[config.mk]
export PLATFORM = sky130hd
export DESIGN_NAME = count_reader
export DESIGN_NICKNAME = d
export VERILOG_FILES = /design/src/rtl/count_reader.sv
export SDC_FILE = /design/constraint.sdc
export NUM_CORES = 1
export LEC_CHECK = 0
export ABC_AREA = 0
export CELL_PAD_IN_SITES_DETAIL_PLACEMENT = 0
export CELL_PAD_IN_SITES_GLOBAL_PLACEMENT = 1
export CORE_ASPECT_RATIO = 0.75
export CORE_MARGIN = 8
export CORE_UTILIZATION = 41
export DETAILED_ROUTE_END_ITERATION = 12
export PLACE_DENSITY_LB_ADDON = 0.1
export SYNTH_ARGS = -nofsm -noshare
export SYNTH_HDL_FRONTEND = slang
export SYNTH_SLANG_ARGS = --single-unit
[constraint.sdc]
create_clock -name clk -period 4.98 [get_ports clk]
set_clock_uncertainty 0.15 [all_clocks]
set_input_delay 1.494 -clock clk [delete_from_list [all_inputs] [get_ports clk]]
set_output_delay 1.494 -clock clk [all_outputs]
set_load 0.01 [all_outputs]
[src/rtl/count_reader.sv]
// count_reader: initiator for the counter readback interface.
// A start pulse sweeps idx 0..NUM_CH-1; each request is held until the
// counter block answers with valid (count latched) or the per-channel
// timeout expires (count forced to 0 and the channel flagged in err_mask).
module count_reader #(
   parameter int NUM_CH  = 5,
   parameter int DATA_W  = 5,
   parameter int TIMEOUT = 8
) (
   input  logic                       clk,
   input  logic                       reset,
   input  logic                       start,
   input  logic                       valid,
   input  logic [DATA_W-1:0]          data_out,
   output logic [2:0]                 idx,
   output logic                       req,
   output logic [NUM_CH*DATA_W-1:0]   counts,
   output logic [NUM_CH-1:0]          err_mask,
   output logic                       busy,
   output logic                       done,
   output logic [1:0]                 o_dbg_state
);

   // Handshake: while req is high idx is stable; the responder asserts valid
   // when data_out holds the count for idx. A request completes on the first
   // rising edge where req and valid are both high. valid with req low is
   // ignored, so a responder may leave valid high between requests.

   localparam int TMO_W = (TIMEOUT > 2) ? $clog2(TIMEOUT) : 1;
   localparam logic [2:0]       LAST_IDX = 3'(NUM_CH - 1);
   localparam logic [TMO_W-1:0] TMO_LAST = TMO_W'(TIMEOUT - 1);

   typedef enum logic [1:0] {
      S_IDLE = 2'd0,
      S_REQ  = 2'd1,
      S_GAP  = 2'd2,
      S_DONE = 2'd3
   } state_t;

   state_t                     r_state;
   state_t                     w_next;
   logic [2:0]                 r_idx;
   logic [TMO_W-1:0]           r_tmo;
   logic [NUM_CH*DATA_W-1:0]   r_counts;
   logic [NUM_CH-1:0]          r_err;
   logic                       r_req;
   logic                       r_busy;
   logic                       r_done;
   logic                       w_capture;
   logic                       w_timeout;

   // Next-state decode; capture/timeout are the two ways a request finishes.
   always_comb begin
      w_next    = r_state;
      w_capture = 1'b0;
      w_timeout = 1'b0;
      case (r_state)
         S_IDLE: begin
            if (start) w_next = S_REQ;
         end
         S_REQ: begin
            if (valid) begin
               w_capture = 1'b1;
               w_next    = (r_idx == LAST_IDX) ? S_DONE : S_GAP;
            end else if (r_tmo == TMO_LAST) begin
               w_timeout = 1'b1;
               w_next    = (r_idx == LAST_IDX) ? S_DONE : S_GAP;
            end
         end
         S_GAP:   w_next = S_REQ;
         S_DONE:  w_next = S_IDLE;
         default: w_next = S_IDLE;
      endcase
   end

   // State register plus registered status outputs decoded from the next state.
   always_ff @(posedge clk or posedge reset) begin
      if (reset) begin
         r_state <= S_IDLE;
         r_req   <= 1'b0;
         r_busy  <= 1'b0;
         r_done  <= 1'b0;
      end else begin
         r_state <= w_next;
         r_req   <= (w_next == S_REQ);
         r_busy  <= (w_next != S_IDLE);
         r_done  <= (w_next == S_DONE);
      end
   end

   // Sweep datapath: channel index, per-request timeout counter, results.
   always_ff @(posedge clk or posedge reset) begin
      if (reset) begin
         r_idx    <= 3'd0;
         r_tmo    <= '0;
         r_counts <= '0;
         r_err    <= '0;
      end else begin
         case (r_state)
            S_IDLE: begin
               if (start) begin
                  r_idx    <= 3'd0;
                  r_tmo    <= '0;
                  r_counts <= '0;
                  r_err    <= '0;
               end
            end
            S_REQ: begin
               if (w_capture || w_timeout) begin
                  r_tmo <= '0;
                  for (int k = 0; k < NUM_CH; k++) begin
                     if (r_idx == 3'(k)) begin
                        r_counts[k*DATA_W +: DATA_W] <= w_capture ? data_out : '0;
                        if (w_timeout) r_err[k] <= 1'b1;
                     end
                  end
               end else begin
                  r_tmo <= r_tmo + 1'b1;
               end
            end
            S_GAP: begin
               r_idx <= r_idx + 3'd1;
               r_tmo <= '0;
            end
            S_DONE: begin
               r_idx <= 3'd0;
            end
            default: ;
         endcase
      end
   end

   assign idx         = r_idx;
   assign req         = r_req;
   assign counts      = r_counts;
   assign err_mask    = r_err;
   assign busy        = r_busy;
   assign done        = r_done;
   assign o_dbg_state = r_state;

endmodule

==> flow_metrics.tcl <==
set metrics [dict create \
    crit_type "flop to output port" \
    post-route-period-util 0.709 \
    cts_hold_buf 0 \
    yosys_register_bits 41 \
    hold_start "r_tmo[0]" \
    p_per_area_nw_per_um2 542 \
    grt_pass1_vias 1625 \
    worstPathMaxFanout 30 \
    portBuffers 46 \
    vias_per_cell 5.42 \
    die_x_um 96.8 \
    dp_slack_ps 1750 \
    synth-edff-count 0 \
    p_leak_nw 1.10 \
    slowest_delay_ps 910 \
    arrival_ps 1890 \
    drt_iter0_drc 63 \
    cp-start-kind "flop" \
    antenna_found_initial 0 \
    fmax_ghz 0.283 \
    instances_no_fill 289 \
    gp_congestion 0.777 \
    grt_pass1_wl_mm 8.48 \
    routedWlPerCell_um 17.4 \
    chipHeight_um 76.6 \
    min_path_type "flop to flop" \
    cts.clk_slew.worst_paths_ps 70 \
    nets 244 \
    synth_flop_cell "dfrtp_1" \
    setup_viol 0 \
    syn-cell-area_sq_um 2010 \
    syn_inst 181 \
    post-synth-top-count-cell "dfrtp_1" \
    period_needed_ps 3530 \
    crit_required_ps 3340 \
    tightestPinTransition_ps 867 \
    synth_top_area_frac 0.511 \
    r2r-start "o_dbg_state[0]" \
    synth_fp_nets 197 \
    report.final.slew_viol_count 0 \
    cts_inserted_buffers 5 \
    fin_util 0.543 \
    netlist_top_cells_count "dfrtp_1, o211ai_1, nand2_1" \
    hold_viol_final 0 \
    max-cap-violations 0 \
    grt_start_max_net_pins 42 \
    grt_overflow 0 \
    cts_buffer_depth 2 \
    antenna_left 0 \
    yosysTopAreaCell "dfrtp_1" \
    track_usage 0.141 \
    cts_setup_buffers 0 \
    placementRows 22 \
    drcViolationCount 0 \
    startpoint "o_dbg_state[0]" \
    ys.warnings.count 0 \
    layout-drive-gt1-share 0.114 \
    cts_sinks 41 \
    vias 1565 \
    cpMaxStageDelayCell "dfrtp_1" \
    area_delta_synth_final_pct 30.3 \
    cts_tree "done" \
    io_pins 47 \
    initial_core_util 0.417 \
    routed_wl_mm 5.03 \
    place_inst 281 \
    firstDrtPassIters 4 \
    crit_chain "clkdlybuf4s50_1" \
    critPathCaptureType "output port" \
    ir_worst_vdd_v 0.000248 \
    async_reset_ff_frac 1.00 \
    cts_max_level 2 \
    setup_tns_ps 0 \
    synth_area_leaders "dfrtp_1, o211ai_1, mux2i_1, nand2_1, ha_1" \
    synth_cell_types 33 \
    post-route-worst-setup-slack_ps 1450 \
    timing.slew.headroom 0.422 \
    insertion_delay_ps 290 \
    syn_area_per_cell_sq_um 11.1 \
    cts-root-buf "clkbuf_8" \
    rsz0062_at_grt "no" \
    die-area_sq_um 7420 \
    path_buf_inv 1 \
    cp_top_family "flip-flops" \
    core-area_sq_um 4820 \
    ctsResizeCount 0 \
    ys_seq_area_frac 0.511 \
    insertedDiodeCount 0 \
    dp_hpwl_mm 3.73 \
    run_status "finished, final reports clean" \
]
cells in the final DEF (no fill, tap or decap), types with 3 or more instances in the layout:
cell type        count
clkdlybuf4s50_1     46
clkbuf_8             7
inv_1               14
ha_1                 7
nand2b_1             4
nand2_1             26
nand2_4              5
mux2i_1             11
a21oi_2              3
nor2_1               3
dfrtp_1             41
o211ai_1            30
o31ai_1              3
flip-flops by register name, indices dropped and copies added, names as in the netlist:
| register | count |
|---|---|
| counts | 25 |
| err_mask | 5 |
| idx | 3 |
| r_tmo | 3 |
| o_dbg_state | 2 |
| busy | 1 |
| done | 1 |
| req | 1 |
layout make-up:
type | instances | area, sq um
inverter | 15 | 56.3
tap | 60 | 75.1
multi-input combinational | 118 | 891
sequential | 41 | 1030
clock inverter | 1 | 5.00
clock buffer | 7 | 96.3
fill | 410 | 2200
timing repair buffer | 47 | 468
cells by family (layout without fill, tap and decap cells):
family | Yosys count | after routing | share of synthesized area
AO/OA/AOI/OAI | 54 | 54 | 0.214
AND/OR/NAND/NOR | 46 | 46 | 0.131
flip-flops | 41 | 41 | 0.511
buffers and inverters | 22 | 70 | 0.0455
multiplexers | 11 | 11 | 0.0548
adder cells (fa/ha/maj) | 7 | 7 | 0.0436
power breakdown:
group          leakage (nW)  total (mW)  internal, mW  switching, mW
Clock                0.0542       0.237         0.125          0.111
Combinational         0.508       0.626         0.308          0.319
Sequential            0.543       0.556         0.439          0.117
Total                  1.10        1.42         0.872          0.547
path summary, 6_finish.rpt:
check / end / slack (ps) / cells after the start
worst min-delay path: r_tmo[0] / 350 / 1
worst max-delay path: o_dbg_state[0] / 1450 / 1
min in group asynchronous: counts[15] / 1470 / 3
max in group asynchronous: o_dbg_state[1] / 2840 / 3
worst min register to register: r_tmo[0] / 350 / 1
worst max register to register: counts[20] / 2800 / 3
routing by layer:
metal / part of all wire / global-route usage / up-vias / routed length, um
met1: 0.46 / 0.185 / 777 / 2310
met3: 0.066 / 0.0507 / 5 / 333
met5: 0 / 0 / - / 0
li1: - / - / 744 / -
met4: 0.0076 / 0.0459 / 0 / 38
met2: 0.47 / 0.208 / 39 / 2350
metrics by stage:
step / power, mW / hold slack (ps) / cell area, sq um
3_3_place_gp: 1.18 / 332 / 2520
3_5_place_dp: 1.20 / 339 / 2520
2_1_floorplan: 0.900 / 307 / 2010
4_1_cts: 1.44 / 354 / 2620
5_1_grt: 1.52 / 375 / 2620
6_report: 1.42 / 348 / 2620
Power figures use the tool's default switching activity.
